==> config.mk <==
export PLATFORM = sky130hd
export DESIGN_NAME = vending_ctrl_param_flat
export DESIGN_NICKNAME = d
export VERILOG_FILES = /design/src/rtl/vending_ctrl_param_pkg.sv /design/src/rtl/vending_ctrl_param_if.sv /design/src/rtl/vending_ctrl_param_credit_accum.sv /design/src/rtl/vending_ctrl_param.sv /design/src/flat_wrapper.sv
export SDC_FILE = /design/constraint.sdc
export NUM_CORES = 1
export LEC_CHECK = 0
export BUFFER_PORTS_ARGS = -buffer_cell sky130_fd_sc_hd__buf_2
export CAP_MARGIN = 20
export CELL_PAD_IN_SITES_DETAIL_PLACEMENT = 1
export CELL_PAD_IN_SITES_GLOBAL_PLACEMENT = 1
export CORE_ASPECT_RATIO = 0.75
export CORE_UTILIZATION = 44
export CTS_BUF_LIST = sky130_fd_sc_hd__clkbuf_16
export DETAILED_ROUTE_END_ITERATION = 10
export PLACE_DENSITY_LB_ADDON = 0.05
export SETUP_SLACK_MARGIN = 0.2
export SLEW_MARGIN = 20
export SYNTH_ARGS = -nofsm -noshare
export SYNTH_HDL_FRONTEND = slang
export SYNTH_SLANG_ARGS = --single-unit
==> constraint.sdc <==
create_clock -name clock -period 3.5 [get_ports clock]
set_input_delay 0.7 -clock clock [delete_from_list [all_inputs] [get_ports clock]]
set_output_delay 0.7 -clock clock [all_outputs]
set_load 0.05 [all_outputs]
==> src/rtl/vending_ctrl_param_pkg.sv <==
// ---------------------------------------------------------------------------
// vending_pkg
// Shared types and sizing helpers for the parametrised vending controller.
//   - state_t    : controller states (IDLE, COLLECT, VEND, CHANGE)
//   - creditOp_t : operation applied to the credit register each cycle
//   - sel_w()    : width of the product-select field for a product count
//   - max_credit(): largest credit value a CREDIT_W register can hold
// ---------------------------------------------------------------------------
package vending_pkg;

    typedef enum logic [1:0] {
        IDLE    = 2'd0,
        COLLECT = 2'd1,
        VEND    = 2'd2,
        CHANGE  = 2'd3
    } state_t;

    typedef enum logic [2:0] {
        OP_HOLD       = 3'd0,
        OP_ADD        = 3'd1,
        OP_SUB_PRICE  = 3'd2,
        OP_SUB_CHANGE = 3'd3,
        OP_CLEAR      = 3'd4
    } creditOp_t;

    // A single product still needs a 1-bit select field.
    function automatic int sel_w(input int numProd);
        return (numProd > 1) ? $clog2(numProd) : 1;
    endfunction

    function automatic int max_credit(input int creditW);
        return (1 << creditW) - 1;
    endfunction

    localparam int DEFAULT_CREDIT_W = 8;
    localparam int DEFAULT_NUM_PROD = 4;
    localparam int SEL_W            = sel_w(DEFAULT_NUM_PROD);
    localparam int MAX_CREDIT       = max_credit(DEFAULT_CREDIT_W);

endpackage

==> src/rtl/vending_ctrl_param_if.sv <==
// ---------------------------------------------------------------------------
// vending_ctrl_param_if
// Groups the front-end strobes and the dispenser handshake of the vending
// controller.
//   master : coin acceptor / keypad / dispenser side (drives strobes, vend_ack)
//   slave  : the controller (drives vend_req, vend_id, change, status, credit)
// ---------------------------------------------------------------------------
interface vending_ctrl_param_if #(
    parameter int CREDIT_W = 8,
    parameter int COIN_W   = 4,
    parameter int SEL_W    = 2
);
    logic                coin_valid;
    logic [COIN_W-1:0]   coin_value;
    logic                sel_valid;
    logic [SEL_W-1:0]    sel_id;
    logic                cancel;
    logic                vend_ack;
    logic                vend_req;
    logic [SEL_W-1:0]    vend_id;
    logic                change_pulse;
    logic                coin_reject;
    logic                low_credit;
    logic                busy;
    logic [CREDIT_W-1:0] credit;

    modport master (
        output coin_valid, coin_value, sel_valid, sel_id, cancel, vend_ack,
        input  vend_req, vend_id, change_pulse, coin_reject, low_credit, busy, credit
    );

    modport slave (
        input  coin_valid, coin_value, sel_valid, sel_id, cancel, vend_ack,
        output vend_req, vend_id, change_pulse, coin_reject, low_credit, busy, credit
    );

endinterface

==> src/rtl/vending_ctrl_param_credit_accum.sv <==
// ---------------------------------------------------------------------------
// credit_accum
// Credit register for the vending controller. Applies one operation per
// cycle: hold, add coin, subtract PRICE, subtract CHANGE_UNIT, or clear.
// Ports:
//   clock, reset   : system clock, asynchronous active-low reset
//   op_i           : operation to apply on the next rising edge
//   coinValue_i    : coin value in units, zero-extended internally
//   credit_o       : current credit
//   addOvf_o       : credit + coinValue_i would exceed the register range
// ---------------------------------------------------------------------------
module credit_accum
    import vending_pkg::*;
#(
    parameter int CREDIT_W    = 8,
    parameter int COIN_W      = 4,
    parameter int PRICE       = 15,
    parameter int CHANGE_UNIT = 5
) (
    input  logic                clock,
    input  logic                reset,
    input  creditOp_t           op_i,
    input  logic [COIN_W-1:0]   coinValue_i,
    output logic [CREDIT_W-1:0] credit_o,
    output logic                addOvf_o
);

    logic [CREDIT_W-1:0] credit_q;
    logic [CREDIT_W-1:0] credit_d;
    logic [CREDIT_W:0]   sumWide;

    // The add is one bit wider than the register so an overflowing coin is
    // detected rather than wrapping the credit.
    always_comb begin
        sumWide  = {1'b0, credit_q} + {1'b0, CREDIT_W'(coinValue_i)};
        addOvf_o = sumWide[CREDIT_W];
    end

    // Next credit value; the controller only requests a subtract when the
    // credit already covers it, so no underflow guard is needed here.
    always_comb begin
        credit_d = credit_q;
        unique case (op_i)
            OP_ADD:        credit_d = sumWide[CREDIT_W-1:0];
            OP_SUB_PRICE:  credit_d = credit_q - CREDIT_W'(PRICE);
            OP_SUB_CHANGE: credit_d = credit_q - CREDIT_W'(CHANGE_UNIT);
            OP_CLEAR:      credit_d = '0;
            default:       credit_d = credit_q;
        endcase
    end

    // Credit register.
    always_ff @(posedge clock or negedge reset) begin
        if (!reset) begin
            credit_q <= '0;
        end else begin
            credit_q <= credit_d;
        end
    end

    assign credit_o = credit_q;

endmodule

==> src/rtl/vending_ctrl_param.sv <==
// ---------------------------------------------------------------------------
// vending_ctrl_param
// Parametrised vending controller: accumulates multi-value coins, sells any
// of NUM_PROD products at a common PRICE over a req/ack dispense handshake,
// then returns change one CHANGE_UNIT per cycle. Cancel refunds the credit.
// Ports:
//   clock  : system clock, rising edge
//   reset  : asynchronous active-low reset
//   bus    : slave side of vending_ctrl_param_if
//            in : coin_valid, coin_value, sel_valid, sel_id, cancel, vend_ack
//            out: vend_req, vend_id, change_pulse, coin_reject, low_credit,
//                 busy, credit (all registered)
// Any credit below CHANGE_UNIT left after change is returned is forfeited.
// ---------------------------------------------------------------------------
module vending_ctrl_param
    import vending_pkg::*;
#(
    parameter int CREDIT_W    = 8,
    parameter int COIN_W      = 4,
    parameter int NUM_PROD    = 4,
    parameter int PRICE       = 15,
    parameter int CHANGE_UNIT = 5
) (
    input  logic                 clock,
    input  logic                 reset,
    vending_ctrl_param_if.slave  bus
);

    localparam int SEL_W = sel_w(NUM_PROD);

    state_t              state_q, state_d;
    creditOp_t           creditOp;
    logic [CREDIT_W-1:0] creditNow;
    logic                addOvf;
    logic                canBuy;

    logic                vendReq_q, vendReq_d;
    logic [SEL_W-1:0]    vendId_q, vendId_d;
    logic                changePulse_q, changePulse_d;
    logic                coinReject_q, coinReject_d;
    logic                lowCredit_q, lowCredit_d;
    logic                busy_q, busy_d;

    credit_accum #(
        .CREDIT_W    (CREDIT_W),
        .COIN_W      (COIN_W),
        .PRICE       (PRICE),
        .CHANGE_UNIT (CHANGE_UNIT)
    ) u_credit (
        .clock       (clock),
        .reset       (reset),
        .op_i        (creditOp),
        .coinValue_i (bus.coin_value),
        .credit_o    (creditNow),
        .addOvf_o    (addOvf)
    );

    // An out-of-range product index is refused exactly like short credit.
    assign canBuy = (creditNow >= CREDIT_W'(PRICE)) && (32'(bus.sel_id) < NUM_PROD);

    // Next-state, credit operation and next output values.
    always_comb begin
        state_d       = state_q;
        creditOp      = OP_HOLD;
        vendReq_d     = vendReq_q;
        vendId_d      = vendId_q;
        changePulse_d = 1'b0;
        coinReject_d  = 1'b0;
        lowCredit_d   = 1'b0;

        unique case (state_q)
            IDLE, COLLECT: begin
                if (bus.cancel) begin
                    // A coin arriving alongside cancel goes straight back.
                    coinReject_d = bus.coin_valid;
                    if (creditNow != '0) begin
                        state_d = CHANGE;
                    end
                end else if (bus.sel_valid) begin
                    coinReject_d = bus.coin_valid;
                    if (canBuy) begin
                        creditOp  = OP_SUB_PRICE;
                        vendId_d  = bus.sel_id;
                        vendReq_d = 1'b1;
                        state_d   = VEND;
                    end else begin
                        lowCredit_d = 1'b1;
                    end
                end else if (bus.coin_valid) begin
                    if (addOvf || (bus.coin_value == '0)) begin
                        coinReject_d = 1'b1;
                    end else begin
                        creditOp = OP_ADD;
                        state_d  = COLLECT;
                    end
                end
            end

            VEND: begin
                coinReject_d = bus.coin_valid;
                if (bus.vend_ack) begin
                    vendReq_d = 1'b0;
                    state_d   = (creditNow != '0) ? CHANGE : IDLE;
                end
            end

            CHANGE: begin
                coinReject_d = bus.coin_valid;
                if (creditNow >= CREDIT_W'(CHANGE_UNIT)) begin
                    changePulse_d = 1'b1;
                    creditOp      = OP_SUB_CHANGE;
                end else begin
                    creditOp = OP_CLEAR;
                    state_d  = IDLE;
                end
            end

            default: begin
                state_d = IDLE;
            end
        endcase

        busy_d = (state_d == VEND) || (state_d == CHANGE);
    end

    // State and output registers.
    always_ff @(posedge clock or negedge reset) begin
        if (!reset) begin
            state_q       <= IDLE;
            vendReq_q     <= 1'b0;
            vendId_q      <= '0;
            changePulse_q <= 1'b0;
            coinReject_q  <= 1'b0;
            lowCredit_q   <= 1'b0;
            busy_q        <= 1'b0;
        end else begin
            state_q       <= state_d;
            vendReq_q     <= vendReq_d;
            vendId_q      <= vendId_d;
            changePulse_q <= changePulse_d;
            coinReject_q  <= coinReject_d;
            lowCredit_q   <= lowCredit_d;
            busy_q        <= busy_d;
        end
    end

    assign bus.vend_req     = vendReq_q;
    assign bus.vend_id      = vendId_q;
    assign bus.change_pulse = changePulse_q;
    assign bus.coin_reject  = coinReject_q;
    assign bus.low_credit   = lowCredit_q;
    assign bus.busy         = busy_q;
    assign bus.credit       = creditNow;

endmodule
==> src/flat_wrapper.sv <==
// flat-port wrapper written by rule: the top's interface ports become plain ports
module vending_ctrl_param_flat import vending_pkg::*;
#(
    parameter int CREDIT_W    = 8,
    parameter int COIN_W      = 4,
    parameter int NUM_PROD    = 4,
    parameter int PRICE       = 15,
    parameter int CHANGE_UNIT = 5
)
  (clock, reset, bus_coin_valid, bus_coin_value, bus_sel_valid, bus_sel_id, bus_cancel, bus_vend_ack, bus_vend_req, bus_vend_id, bus_change_pulse, bus_coin_reject, bus_low_credit, bus_busy, bus_credit);
  vending_ctrl_param_if #(.CREDIT_W(CREDIT_W), .COIN_W(COIN_W)) bus_i ();
  input  logic clock;
  input  logic reset;
  input wire logic [$bits(bus_i.coin_valid)-1:0] bus_coin_valid;
  input wire logic [$bits(bus_i.coin_value)-1:0] bus_coin_value;
  input wire logic [$bits(bus_i.sel_valid)-1:0] bus_sel_valid;
  input wire logic [$bits(bus_i.sel_id)-1:0] bus_sel_id;
  input wire logic [$bits(bus_i.cancel)-1:0] bus_cancel;
  input wire logic [$bits(bus_i.vend_ack)-1:0] bus_vend_ack;
  output wire logic [$bits(bus_i.vend_req)-1:0] bus_vend_req;
  output wire logic [$bits(bus_i.vend_id)-1:0] bus_vend_id;
  output wire logic [$bits(bus_i.change_pulse)-1:0] bus_change_pulse;
  output wire logic [$bits(bus_i.coin_reject)-1:0] bus_coin_reject;
  output wire logic [$bits(bus_i.low_credit)-1:0] bus_low_credit;
  output wire logic [$bits(bus_i.busy)-1:0] bus_busy;
  output wire logic [$bits(bus_i.credit)-1:0] bus_credit;
  assign bus_i.coin_valid = bus_coin_valid;
  assign bus_i.coin_value = bus_coin_value;
  assign bus_i.sel_valid = bus_sel_valid;
  assign bus_i.sel_id = bus_sel_id;
  assign bus_i.cancel = bus_cancel;
  assign bus_i.vend_ack = bus_vend_ack;
  assign bus_vend_req = bus_i.vend_req;
  assign bus_vend_id = bus_i.vend_id;
  assign bus_change_pulse = bus_i.change_pulse;
  assign bus_coin_reject = bus_i.coin_reject;
  assign bus_low_credit = bus_i.low_credit;
  assign bus_busy = bus_i.busy;
  assign bus_credit = bus_i.credit;
  vending_ctrl_param #(.CREDIT_W(CREDIT_W), .COIN_W(COIN_W), .NUM_PROD(NUM_PROD), .PRICE(PRICE), .CHANGE_UNIT(CHANGE_UNIT)) u_core (.clock(clock), .reset(reset), .bus(bus_i));
endmodule
---- Word-level counts from Yosys, hierarchy flattened ----
Index checks and enable logic that the tools add are counted.
operators by class
  add/subtract/negate cells ............... 3
  bitwise gates (word level) .............. 1
  order comparisons ....................... 2
  equal/unequal tests ..................... 13
  reductions and logical operators ........ 11
  multiplexer cells ....................... 34
operator list
  cell                                                                count
  one-hot mux 8 bit (4 select lines)                                  1
  two-way mux 2 bit                                                   10
  two-way mux 1 bit                                                   15
  two-way mux 3 bit                                                   4
  adder 8 x 4 -> 9 bit                                                1
  equality test 2 bit (second input constant)                         4
  greater-or-equal comparator 8 x 3 -> 1 bit (second input constant)  1
  greater-or-equal comparator 8 x 4 -> 1 bit (second input constant)  1
  nonzero test 8 bit                                                  1
  subtractor 8 x 3 -> 8 bit (second input constant)                   1
  subtractor 8 x 4 -> 8 bit (second input constant)                   1
  equality test 3 x 2 -> 1 bit (second input constant)                2
  != test 2 bit (second input constant)                               3
  one-hot mux 2 bit (3 select lines)                                  1
  one-hot mux 3 bit (2 select lines)                                  1
  AND reduction 5 bit                                                 1
  zero test 4 bit                                                     1
  one-hot mux 1 bit (2 select lines)                                  2
  AND reduction 4 bit                                                 1
  nonzero test 4 bit                                                  1
  OR reduction 2 bit                                                  2
  equality test 3 x 1 -> 1 bit (second input constant)                1
  equality test 3 bit (second input constant)                         1
  equality test 2 x 1 -> 1 bit (second input constant)                1
  5 further kinds                                                     6
storage, ports and cells
  register bits ........................... 17
  word-level logic and storage cells ...... 72
  input bits .............................. 12
  output and inout port bits .............. 15

---- Longest topological paths before layout ----
Gate-level depths: netlist (run 1).
  depth after elaboration ................. 9
  depth in mapped cells ................... 8
  gate-level depth less buffers ........... 8

---- By module ----
From an unflattened synthesis (run 1), not the netlist that was laid out.
second synthesis, totals
  cells, all modules ...................... 161
  area total of the unflattened synthesis .. 1372.6 sq um
modules (own cells, without submodules)
  module              seq. area each (sq um)  cells each  area an instance (sq um)  instances
  credit_accum        200.2                   123         928.4                     1
  vending_ctrl_param  200.2                   38          444.2                     1

---- Least setup slack after synthesis (run 1) ----
No wires, ideal clock.
  path kind ............................... flip-flop to flip-flop
  start point ............................. register u_core.u_credit.credit_q[0] (netlist: u_core.u_credit.credit_o[0])
  end point ............................... register u_core.u_credit.credit_q[1] (netlist: u_core.u_credit.credit_o[1])
  path buffers ............................ 0
  clock period less this slack ............ 2.279 ns
  stages on the path, launching flop included .. 8
  setup slack ............................. 1.221 ns
  data required time ...................... 3.375 ns
  arrival time ............................ 2.155 ns
  cell sequence ........................... dfrtp_1 > ha_1 > fa_1 > nand3_1 > a21o_1 > nand2_1 > nand3_1 > mux2_2
on the way
  word-level cells in the longest chain between the ends .. 9
  elaborated cells on any way between the ends .. 19
  classes of those cells .................. add/sub: 3; order compare: 2; eq/ne: 4; mux: 8; reduce/logical: 2
RTL lines
  item                                                                      line                                   text
  start, declared                                                           vending_ctrl_param_credit_accum.sv:28  logic [CREDIT_W-1:0] credit_q;
  start signal, assigned                                                    vending_ctrl_param_credit_accum.sv:57  credit_q <= credit_d;
  adder 8 x 4 -> 9 bit                                                      vending_ctrl_param_credit_accum.sv:35  sumWide = {1'b0, credit_q} + {1'b0, CREDIT_W'(coinValue_i)};
  logical OR 1 bit                                                          vending_ctrl_param.sv:90               if (addOvf || (bus.coin_value == '0)) begin
  two-way mux 1 bit                                                         vending_ctrl_param.sv:90
  two-way mux 3 bit                                                         vending_ctrl_param.sv:89               end else if (bus.coin_valid) begin
  two-way mux 3 bit                                                         vending_ctrl_param.sv:79               end else if (bus.sel_valid) begin
  two-way mux 3 bit                                                         vending_ctrl_param.sv:73               if (bus.cancel) begin
  one-hot mux 3 bit (2 select lines)                                        vending_ctrl_param.sv:71               unique case (state_q)
  equality test 3 bit (tied with other cells)                               vending_ctrl_param_credit_accum.sv:43  unique case (op_i)
  one-hot mux 8 bit (4 select lines) or nonzero test 4 bit (tied branches)  n/a
Several ways; a longest one is shown, not always the timed one.
A chain may end at the register's enable or synchronous reset.

---- Worst setup path after layout (run 1) ----
  start point ............................. register u_core.u_credit.credit_q[1] (netlist: u_core.u_credit.credit_o[1])
  end point ............................... register u_core.u_credit.credit_q[0] (netlist: u_core.u_credit.credit_o[0])
on the way
  word-level cells in the longest chain between the ends .. 9
  elaborated cells on any way between the ends .. 17
  classes of those cells .................. add/sub: 1; order compare: 2; eq/ne: 4; mux: 8; reduce/logical: 2
RTL lines
  item                                                                      line
  adder 8 x 4 -> 9 bit                                                      vending_ctrl_param_credit_accum.sv:35
  logical OR 1 bit                                                          vending_ctrl_param.sv:90
  two-way mux 1 bit                                                         vending_ctrl_param.sv:90
  two-way mux 3 bit                                                         vending_ctrl_param.sv:89
  two-way mux 3 bit                                                         vending_ctrl_param.sv:79
  two-way mux 3 bit                                                         vending_ctrl_param.sv:73
  one-hot mux 3 bit (2 select lines) (*)                                    vending_ctrl_param.sv:71
  equality test 3 bit (tied with other cells)                               vending_ctrl_param_credit_accum.sv:43
  one-hot mux 8 bit (4 select lines) or nonzero test 4 bit (tied branches)  n/a
Every way passes the cells marked *; elsewhere a longest branch is shown, timed or not.

==> run summary, run 1 <==
===============================================================================
Fraction of layout instances using a drive strength above 1               0.227
Final weighted congestion of routability-driven global placement          0.819
Detailed Place HPWL                                                     3150 um
Final count of pins violating max slew                                        0
Number of instances in the synthesized netlist                              155
Main synth FF type                                                 sky130_fd_sc_hd__dfrtp_1
Fin. Hold Viols                                                               0
Data required, critical path                                            3.62 ns
Clk sinks                                                                    17
Detail-routed via count per cell                                           6.34
Commonest cells after routing, fill and taps aside                 sky130_fd_sc_hd__buf_2, sky130_fd_sc_hd__nand2_1, sky130_fd_sc_hd__dfrtp_1, sky130_fd_sc_hd__o21ai_0
Placed instance area                                                  1510 um^2
Root cell of the clock tree                                        sky130_fd_sc_hd__clkbuf_16
DR vias                                                                   1,376
CTS tree                                                                    yes
Transition at the pin with the smallest max-transition slack           0.679 ns
Count of warnings emitted by yosys                                            0
DIE HEIGHT                                                              49.9 um
Net count reported at finish                                                203
Total Routing Usage GR                                                    0.282
Largest net degree at the start of global routing                            18
Simple-gate area share of the yosys netlist                               0.231
TNS Setup                                                                  0 ns
Net count after synthesis                                                   176
Critical Path Max Stage Delay                                           0.64 ns
Minimum setup slack in the final design                                 1.15 ns
Global-route wire length before repair                                  7040 um
RSZ-0062 raised after global routing                                      false
Number of max-cap violations                                                  0
Post-detailed-route count of antenna-violating nets                           0
Category of the most critical setup path                           register to register
Cell area after synthesis                                             1350 um^2
Post-synth EDFFs                                                              0
Final setup violating endpoints                                               0
Run status                                                         finished, final reports clean
Die area                                                              3290 um^2
Hold crit path type                                                primary input to asynchronous set/reset pin
Flop and latch count out of synthesis                                        17
CTS clock-pin slew for the worst setup and hold paths                   0.05 ns
Avg Cell Area, Syn                                                    8.69 um^2
Vias in the first global route                                            1,419
Busiest layer in global routing                                            met2
Number of buffers inserted by hold repair at cts                              0
Combinational family with the most area after synthesis            compound AO/OA/AOI/OAI gates
Length of the first detailed-routing pass in iterations                       5
Htree depth                                                                   1
Adder and majority cell fraction of the synthesized area                 0.0966
Port Buffers                                                                 26
Critical Path Start                                                u_core.u_credit.credit_o[1]
Post-synthesis to final-layout area growth                                17.7%
Detailed-route wire length                                              4140 um
Fmax achieved                                                         0.425 GHz
Synth Area in Compound Gates                                              0.276
Worst R2R Start                                                    u_core.u_credit.credit_o[1]
Number of library cell types mapped by synthesis                             52
Placed cell count                                                           213
Row count                                                                    16
Clock insertion delay at the later pin of the skew report               0.25 ns
GR Util met3                                                             0.0509
Starting utilization of the core area                                     0.488
Post-Route Skew                                                      0.00236 ns
Crit path arrival time                                                  2.47 ns
Hold Slack                                                             0.377 ns
Antenna violations before repair                                              0
Multiplexer fraction of the synthesized cell area                        0.0306
Post-DR wirelength/cell                                                 19.1 um
Power Total                                                             1.70 mW
Floorplan core area                                                   2760 um^2
Filler cells                                                                342
Worst Setup Slack post-DPL                                              1.05 ns
Slew HR                                                                   0.543
Clock buffer count from CTS                                                   3
Leakage power total                                                    0.718 nW
Max Fanout on Critical Path                                                  10
Fin crit share                                                            0.672
Core occupancy in the finished layout                                     0.574
Antenna Diode Count                                                           0
Clock tree buffer depth                                                       2
Post-route cell area                                                  1590 um^2
Maximum vdd ir drop                                                  0.000662 V
Launching element type of the critical path                            register
Area taken by multi-input logic gates                                  881 um^2
Met2 layer usage reported by global route                                 0.459
Register area                                                          425 um^2
Post-route insts no fill                                                    217
Xor/xnor cell area share of the yosys netlist                            0.0195
Resized Gates After CTS                                                       0
Sequential fraction of the synthesis area                                 0.316
Global route total overflow                                                   0
Number of top-level pins                                                     27
Number of setup buffers added after CTS                                       0
Kind of capture point of the worst setup path                          register
Drt initial violations                                                      102
Cell at the slowest stage of the critical path                     sky130_fd_sc_hd__a21oi_1
Met1 routing resource usage after global routing                          0.385
Share of synthesized registers carrying an async set or reset              1.00
Critical Path, Cell by Cell                                        ha_1 > nand3_1 > a21oi_1 > nor3_1 > mux2i_1 > o21ai_0
Number of remaining DRC errors                                                0
Most common library cell in the layout ignoring fill and taps      sky130_fd_sc_hd__buf_2
Power Density                                                      1070 nW/um^2
Die W                                                                   65.9 um
Min Clock Period, post-route                                            2.35 ns
===============================================================================
## routing by layer
| layer | up-vias | part of all wire |
|---|---|---|
| met5 | - | 0 |
| met2 | 50 | 0.47 |
| met1 | 675 | 0.48 |
| met3 | 6 | 0.048 |
| met4 | 0 | 0.010 |
| li1 | 645 | - |
## final cells by class
type                       count  share of cell area
inverter                       7              0.0166
tap                           36              0.0284
clock inverter                 1             0.00237
sequential                    17               0.268
multi-input combinational    127               0.555
timing repair buffer          26              0.0820
clock buffer                   3              0.0473
## flip-flops by register name, summed over array words and instances, names as in the netlist
name                      count
u_core.bus.busy               1
u_core.bus.change_pulse       1
u_core.bus.coin_reject        1
u_core.bus.low_credit         1
u_core.bus.vend_id            2
u_core.bus.vend_req           1
u_core.state_q                2
u_core.u_credit.credit_o      8
## power breakdown
part / switching [mW] / leakage (nW) / internal (mW)
Sequential: 0.187 / 0.195 / 0.276
Combinational: 0.665 / 0.480 / 0.339
Clock: 0.0768 / 0.0423 / 0.152
Total: 0.929 / 0.718 / 0.767
## logic make-up after synthesis
group,after synthesis
xor+xnor,3
flops,17
mux,4
buf+inv,11
fa+ha+maj,10
simple gates,58
compound gates,52
## cell usage after synthesis (4+ instances only)
cell type | number | area [um^2]
sky130_fd_sc_hd__a21oi_1 | 7 | 35.0
sky130_fd_sc_hd__clkbuf_1 | 4 | 15.0
sky130_fd_sc_hd__nand2_1 | 20 | 75.1
sky130_fd_sc_hd__nor2_1 | 8 | 30.0
sky130_fd_sc_hd__inv_1 | 6 | 22.5
sky130_fd_sc_hd__ha_1 | 8 | 100
sky130_fd_sc_hd__dfrtp_1 | 17 | 425
sky130_fd_sc_hd__o211ai_1 | 5 | 37.5
sky130_fd_sc_hd__nand3_1 | 7 | 35.0
sky130_fd_sc_hd__o21ai_0 | 11 | 55.1
## worst paths after layout
| kind | endpoint | slack [ns] | depth (start not counted) |
|---|---|---|---|
| hold / removal | u_core.u_credit.credit_o[6] | 0.38 | 1 |
| setup reg to reg | u_core.u_credit.credit_o[0] | 1.15 | 6 |
| hold reg to reg | u_core.bus.vend_req | 0.47 | 2 |
| min in group clock | u_core.bus.vend_req | 0.47 | 2 |
| setup / recovery | u_core.u_credit.credit_o[0] | 1.15 | 6 |
| max in group asynchronous | u_core.bus.vend_id[0] | 2.83 | 1 |
## critical path, delay by kind of cell, from the launching register on
kind	cells	cell delay [ns]
flip-flops	1	0.57
multiplexers	1	0.17
adder cells (fa/ha/maj)	1	0.38
AO/OA/AOI/OAI	2	0.73
AND/OR/NAND/NOR	2	0.37
Note: power is estimated with default switching activity, not from simulation.
==> inputs of run 2 (changes only) <==
--- a/config.mk
+++ b/config.mk
@@ -10,7 +10,7 @@
 export CELL_PAD_IN_SITES_DETAIL_PLACEMENT = 1
 export CELL_PAD_IN_SITES_GLOBAL_PLACEMENT = 1
 export CORE_ASPECT_RATIO = 0.75
-export CORE_UTILIZATION = 44
+export CORE_UTILIZATION = 40
 export CTS_BUF_LIST = sky130_fd_sc_hd__clkbuf_16
 export DETAILED_ROUTE_END_ITERATION = 10
 export PLACE_DENSITY_LB_ADDON = 0.05
==> constraint.sdc (replaced) <==
create_clock -name clock -period 2.3 [get_ports clock]
set_input_delay 0.46 -clock clock [delete_from_list [all_inputs] [get_ports clock]]
set_output_delay 0.46 -clock clock [all_outputs]
set_load 0.05 [all_outputs]
==> run 2 against run 1 <==
  * Fmax up 17%
  * Via count rose by 4.0%
  * Register-to-register slack got worse by 0.86 ns
  * Routed wire length up 8.8%
  * Sequential share of layout area decreased by 1.7 points
  * Sequential power increased by 25%
  * Setup slack got worse by 0.86 ns
  * Final cell count up 6.5%
  * Die area grew 9.6%
  * First-iteration DRC count shrank 26%
  * Clock power grew 58%
==> run summary, run 2 (synthesized netlist as in run 1, its figures left out) <==
===============================================================================
Hold crit path type                                                primary input to asynchronous set/reset pin   unchanged
Floorplan core area                                                   3060 um^2   was 2760 um^2
Post-route cell area                                                  1710 um^2   was 1590 um^2
Transition at the pin with the smallest max-transition slack           0.510 ns   was 0.679 ns
Launching element type of the critical path                            register   unchanged
Critical Path, Cell by Cell                                        buf_4 > inv_1 > ha_4 > nand2b_1 > a21oi_2 > a21o_2 > inv_2 > a221oi_2 > o22ai_1   was ha_1 > nand3_1 > a21oi_1 > nor3_1 > mux2i_1 > o21ai_0
Row count                                                                    17   was 16
Port Buffers                                                                 26   unchanged
Clock buffer count from CTS                                                   3   unchanged
Cell internal pwr                                                       1.24 mW   was 0.767 mW
Max Fanout on Critical Path                                                   6   was 10
Max FFs per register                                                          8   unchanged
Clock tree buffer depth                                                       2   unchanged
Commonest cells after routing, fill and taps aside                 sky130_fd_sc_hd__buf_2, sky130_fd_sc_hd__nand2_1, sky130_fd_sc_hd__dfrtp_1, sky130_fd_sc_hd__buf_4, sky130_fd_sc_hd__o21ai_0   was sky130_fd_sc_hd__buf_2, sky130_fd_sc_hd__nand2_1, sky130_fd_sc_hd__dfrtp_1, sky130_fd_sc_hd__o21ai_0
Global-route wire length before repair                                  7180 um   was 7040 um
Drt initial violations                                                       75   was 102
Maximum vdd ir drop                                                  0.000768 V   was 0.000662 V
Fin. Hold Viols                                                               0   unchanged
DR vias                                                                   1,431   was 1,376
Die W                                                                   69.0 um   was 65.9 um
Register area                                                          428 um^2   was 425 um^2
Run status                                                         finished, final reports clean   unchanged
Detail-routed via count per cell                                           6.19   was 6.34
RSZ-0062 raised after global routing                                       true   was false
Worst path bufs/invs                                                          3   was 0
Number of top-level pins                                                     27   unchanged
Htree depth                                                                   1   unchanged
Clk sinks                                                                    17   unchanged
Final setup violating endpoints                                               0   unchanged
Power Density                                                      1570 nW/um^2   was 1070 nW/um^2
Leakage power total                                                    0.771 nW   was 0.718 nW
CTS clock-pin slew for the worst setup and hold paths                   0.06 ns   was 0.05 ns
TNS Setup                                                                  0 ns   unchanged
Most common library cell in the layout ignoring fill and taps      sky130_fd_sc_hd__buf_2   unchanged
Minimum setup slack in the final design                                0.288 ns   was 1.15 ns
Top Family by Delay on Critical Path                               compound AO/OA/AOI/OAI gates   unchanged
Share of total power consumed by net switching                            0.538   was 0.548
Die area                                                              3610 um^2   was 3290 um^2
Global route total overflow                                                   0   unchanged
Detailed-route wire length                                              4510 um   was 4140 um
Antenna violations before repair                                              0   unchanged
Net count reported at finish                                                215   was 203
Post-DR wirelength/cell                                                 19.5 um   was 19.1 um
Category of the most critical setup path                           register to register   unchanged
Length of the first detailed-routing pass in iterations                       4   was 5
Slew HR                                                                   0.657   was 0.543
Gate power share                                                          0.649   was 0.592
Number of max-cap violations                                                  0   unchanged
Data required, critical path                                            2.44 ns   was 3.62 ns
Switching power total                                                   1.44 mW   was 0.929 mW
Hold Slack                                                             0.129 ns   was 0.377 ns
Clock insertion delay at the later pin of the skew report               0.26 ns   was 0.25 ns
Detailed Place HPWL                                                     3050 um   was 3150 um
Critical Path Max Stage Delay                                           0.44 ns   was 0.64 ns
Area taken by multi-input logic gates                                  905 um^2   was 881 um^2
Final count of pins violating max slew                                        0   unchanged
Cell at the slowest stage of the critical path                     sky130_fd_sc_hd__dfrtp_2   was sky130_fd_sc_hd__a21oi_1
Fmax achieved                                                         0.497 GHz   was 0.425 GHz
Root cell of the clock tree                                        sky130_fd_sc_hd__clkbuf_16   unchanged
Kind of capture point of the worst setup path                          register   unchanged
Vias in the first global route                                            1,444   was 1,419
DIE HEIGHT                                                              52.3 um   was 49.9 um
Placed instance area                                                  1570 um^2   was 1510 um^2
Antenna Diode Count                                                           0   unchanged
Post-detailed-route count of antenna-violating nets                           0   unchanged
Final weighted congestion of routability-driven global placement          0.824   was 0.819
Starting utilization of the core area                                     0.440   was 0.488
Post-Route Skew                                                       0.0107 ns   was 0.00236 ns
Sequential share of power                                                 0.216   was 0.273
Fin crit share                                                            0.875   was 0.672
Post-synthesis to final-layout area growth                                26.6%   was 17.7%
Clk network pwr share                                                     0.135   about the same
Total Routing Usage GR                                                    0.261   was 0.282
Min Clock Period, post-route                                            2.01 ns   was 2.35 ns
Worst Setup Slack post-DPL                                             0.149 ns   was 1.05 ns
Number of remaining DRC errors                                                0   unchanged
CTS tree                                                                    yes   unchanged
Number of buffers inserted by hold repair at cts                              0   unchanged
Largest net degree at the start of global routing                            18   unchanged
Fraction of layout instances using a drive strength above 1               0.306   was 0.227
Crit path arrival time                                                  2.15 ns   was 2.47 ns
Filler cells                                                                380   was 342
===============================================================================
[run 2: changes by cell type in the layout (fill, tap and decap cells not counted)]
cell	change
sky130_fd_sc_hd__a311oi_2	+1
sky130_fd_sc_hd__a311oi_1	-1
sky130_fd_sc_hd__fa_2	+1
sky130_fd_sc_hd__buf_4	+12
sky130_fd_sc_hd__dfrtp_1	-2
sky130_fd_sc_hd__ha_4	+1
sky130_fd_sc_hd__ha_1	-2
sky130_fd_sc_hd__fa_1	-1
sky130_fd_sc_hd__ha_2	+1
sky130_fd_sc_hd__dfrtp_2	+2
[run 2: cell type report]
| cell class | count | share of cell area |
|---|---|---|
| multi-input combinational | 127 | 0.530 |
| sequential | 17 | 0.251 |
| timing repair buffer | 38 | 0.129 |
| clock buffer | 3 | 0.0440 |
| tap | 38 | 0.0279 |
| inverter | 7 | 0.0154 |
| clock inverter | 1 | 0.00220 |
[run 2: worst paths after layout]
path	cells past startpoint	slack, ns	start	end
min	1	0.13	reset	u_core.bus.change_pulse
max reg2reg	9	0.29	u_core.u_credit.credit_o[0]	u_core.u_credit.credit_o[2]
max	9	0.29	u_core.u_credit.credit_o[0]	u_core.u_credit.credit_o[2]
min reg2reg	2	0.47	u_core.bus.vend_req	u_core.bus.vend_req
min in group clock	3	0.40	bus_sel_id[1]	u_core.bus.vend_id[1]
max in group asynchronous	1	1.86	reset	u_core.u_credit.credit_o[1]
[run 2: power groups by stage]
| stage | registers [mW] | clock network, mW | logic [mW] |
|---|---|---|---|
| after detailed placement | 0.587 | 0 | 1.60 |
| final | 0.578 | 0.362 | 1.74 |
| after global placement | 0.578 | 0 | 1.57 |
| after global routing | 0.603 | 0.375 | 1.87 |
| after CTS | 0.572 | 0.369 | 1.67 |
| after floorplan | 0.944 | 0 | 0.864 |
[run 2: per-layer routing]
layer | GRT usage | routed length (um)
met2 | 0.458 | 2160
met5 | 0 | 0
met3 | 0.0519 | 167
met4 | 0.0714 | 84
met1 | 0.331 | 2100
[run 2: repair_timing]
action,in CTS,in global routing
buffers inserted,2,2
setup endpoints to repair,2,7
resized for setup,1,4
endpoints found under the hold margin,0,0
pin swaps,0,2
[run 2: per-stage QoR]
| stage | instances | utilization | power, mW |
|---|---|---|---|
| floorplan | 155 | - | 1.81 |
| global placement | 223 | 0.513 | 2.15 |
| detailed placement | 223 | 0.513 | 2.19 |
| CTS | 229 | 0.546 | 2.61 |
| global route | 231 | 0.557 | 2.85 |
| finish | 231 | 0.557 | 2.68 |
==> inputs of run 3 (changes only) <==
--- a/config.mk
+++ b/config.mk
@@ -7,7 +7,7 @@
 export LEC_CHECK = 0
 export BUFFER_PORTS_ARGS = -buffer_cell sky130_fd_sc_hd__buf_2
 export CAP_MARGIN = 20
-export CELL_PAD_IN_SITES_DETAIL_PLACEMENT = 1
+export CELL_PAD_IN_SITES_DETAIL_PLACEMENT = 0
 export CELL_PAD_IN_SITES_GLOBAL_PLACEMENT = 1
 export CORE_ASPECT_RATIO = 0.75
 export CORE_UTILIZATION = 40
==> run 3 against run 2 <==
  * Fmax grew 1.5%
  * Utilization grew 0.082 points
  * Non-clock buffer count grew 2
  * Highest routed layer unchanged
  * Largest power group unchanged
  * Critical path depth is the same
  * Final cell count grew 0.87%
  * Critical path type unchanged
  * Hold slack gained 0.0010 ns
  * Combinational power shrank 5%
  * Largest cell class unchanged
==> run summary, run 3 (synthesized netlist as in run 1, its figures left out) <==
===============================================================================
Run status                                                         finished, final reports clean   unchanged
Net count reported at finish                                                217   was 215
Detailed Place HPWL                                                     2720 um   was 3050 um
Crit path arrival time                                                  2.11 ns   was 2.15 ns
Number of top-level pins                                                     27   unchanged
Slew HR                                                                   0.633   was 0.657
Worst path bufs/invs                                                          3   unchanged
Top Family by Delay on Critical Path                               compound AO/OA/AOI/OAI gates   unchanged
Largest net degree at the start of global routing                            18   unchanged
Cell at the slowest stage of the critical path                     sky130_fd_sc_hd__dfrtp_2   unchanged
Final weighted congestion of routability-driven global placement          0.824   unchanged
Leakage power total                                                    0.780 nW   was 0.771 nW
Post-Route Skew                                                      0.00701 ns   was 0.0107 ns
Number of buffers inserted by hold repair at cts                              0   unchanged
CTS clock-pin slew for the worst setup and hold paths                   0.06 ns   about the same
CTS tree                                                                    yes   unchanged
Fin. Hold Viols                                                               0   unchanged
Commonest cells after routing, fill and taps aside                 sky130_fd_sc_hd__buf_2, sky130_fd_sc_hd__nand2_1, sky130_fd_sc_hd__dfrtp_1, sky130_fd_sc_hd__buf_4, sky130_fd_sc_hd__o21ai_0   unchanged
Placed cell count                                                           223   unchanged
Post-route insts no fill                                                    233   was 231
Fin crit share                                                            0.862   was 0.875
Fraction of layout instances using a drive strength above 1               0.308   was 0.306
Number of max-cap violations                                                  0   unchanged
Global-route wire length before repair                                  6460 um   was 7180 um
DR vias                                                                   1,366   was 1,431
TNS Setup                                                                  0 ns   unchanged
Category of the most critical setup path                           register to register   unchanged
Detail-routed via count per cell                                           5.86   was 6.19
Number of remaining DRC errors                                                0   unchanged
Transition at the pin with the smallest max-transition slack           0.545 ns   was 0.510 ns
Critical Path Max Stage Delay                                           0.45 ns   was 0.44 ns
Global route total overflow                                                   0   unchanged
Die W                                                                   69.0 um   unchanged
Fmax achieved                                                         0.505 GHz   was 0.497 GHz
Htree depth                                                                   1   unchanged
Row count                                                                    17   unchanged
Post-DR wirelength/cell                                                 15.8 um   was 19.5 um
Antenna violations before repair                                              0   unchanged
Kind of capture point of the worst setup path                          register   unchanged
Clk sinks                                                                    17   unchanged
Post-synthesis to final-layout area growth                                26.7%   was 26.6%
Root cell of the clock tree                                        sky130_fd_sc_hd__clkbuf_16   unchanged
Critical Path, Cell by Cell                                        buf_4 > inv_1 > ha_2 > nand2b_1 > a21oi_2 > a21o_2 > inv_2 > a221oi_2 > o22ai_1   was buf_4 > inv_1 > ha_4 > nand2b_1 > a21oi_2 > a21o_2 > inv_2 > a221oi_2 > o22ai_1
Placed instance area                                                  1570 um^2   unchanged
Final setup violating endpoints                                               0   unchanged
Max Fanout on Critical Path                                                   6   unchanged
Floorplan core area                                                   3060 um^2   unchanged
Clock buffer count from CTS                                                   3   unchanged
Launching element type of the critical path                            register   unchanged
Most common library cell in the layout ignoring fill and taps      sky130_fd_sc_hd__buf_2   unchanged
Die area                                                              3610 um^2   unchanged
Maximum vdd ir drop                                                  0.000761 V   was 0.000768 V
Final count of pins violating max slew                                        0   unchanged
Hold crit path type                                                primary input to asynchronous set/reset pin   unchanged
Post-route cell area                                                  1710 um^2   about the same
Starting utilization of the core area                                     0.440   unchanged
Detailed-route wire length                                              3690 um   was 4510 um
DIE HEIGHT                                                              52.3 um   unchanged
Length of the first detailed-routing pass in iterations                       4   unchanged
Data required, critical path                                            2.43 ns   was 2.44 ns
Port Buffers                                                                 26   unchanged
Min Clock Period, post-route                                            1.98 ns   was 2.01 ns
Clock insertion delay at the later pin of the skew report               0.26 ns   about the same
Drt initial violations                                                      115   was 75
Post-detailed-route count of antenna-violating nets                           0   unchanged
Clock tree buffer depth                                                       2   unchanged
Max FFs per register                                                          8   unchanged
Antenna Diode Count                                                           0   unchanged
Core occupancy in the finished layout                                     0.558   was 0.557
RSZ-0062 raised after global routing                                      false   was true
Vias in the first global route                                            1,321   was 1,444
Total Routing Usage GR                                                    0.233   was 0.261
Power Density                                                      1510 nW/um^2   was 1570 nW/um^2
===============================================================================
[run 3: path summary, 6_finish.rpt]
check                                       startpoint                           to  slack (ns)  cells past startpoint
min reg2reg                        u_core.bus.vend_req          u_core.bus.vend_req        0.46                      2
min                                              reset        u_core.bus.vend_id[1]        0.13                      1
min in group clock                       bus_sel_id[1]        u_core.bus.vend_id[1]        0.39                      3
max reg2reg                u_core.u_credit.credit_o[0]  u_core.u_credit.credit_o[2]        0.32                      9
max                        u_core.u_credit.credit_o[0]  u_core.u_credit.credit_o[2]        0.32                      9
max in group asynchronous                        reset  u_core.u_credit.credit_o[1]        1.86                      1
[run 3: layout make-up]
| cell class | count | area [um^2] |
|---|---|---|
| fillers | 289 | 1360 |
| repair buffers | 40 | 235 |
| well taps | 38 | 47.5 |
| multi-input cells | 127 | 892 |
| clock buffers | 3 | 75.1 |
| inverters | 7 | 26.3 |
| clock inverters | 1 | 3.75 |
| flip-flops and latches | 17 | 428 |
[run 3: stage by stage]
step	setup WS [ns]	hold WS, ns	total power [mW]
final	0.318	0.130	2.58
after global routing	0.203	0.166	2.78
after CTS	0.235	0.149	2.52
after detailed placement	0.143	0.421	2.15
after global placement	0.213	0.414	2.15
after floorplan	0.167	0.164	1.81
[run 3: power breakdown]
part           internal [mW]  switching [mW]  leakage (nW)
sequential             0.421           0.152         0.193
combinational          0.577            1.07         0.545
clock                  0.231           0.126        0.0423
[run 3: layer usage]
metal  part of all wire  track usage
met1               0.49        0.319
met2               0.44        0.362
met3              0.061       0.0519
met4              0.014       0.0850
met5                  0            0
[run 3: repair_timing]
item,4_1_cts,5_1_grt
pin swaps,0,3
buffers inserted,0,6
gates resized for setup,1,2
setup endpoints to repair,1,7
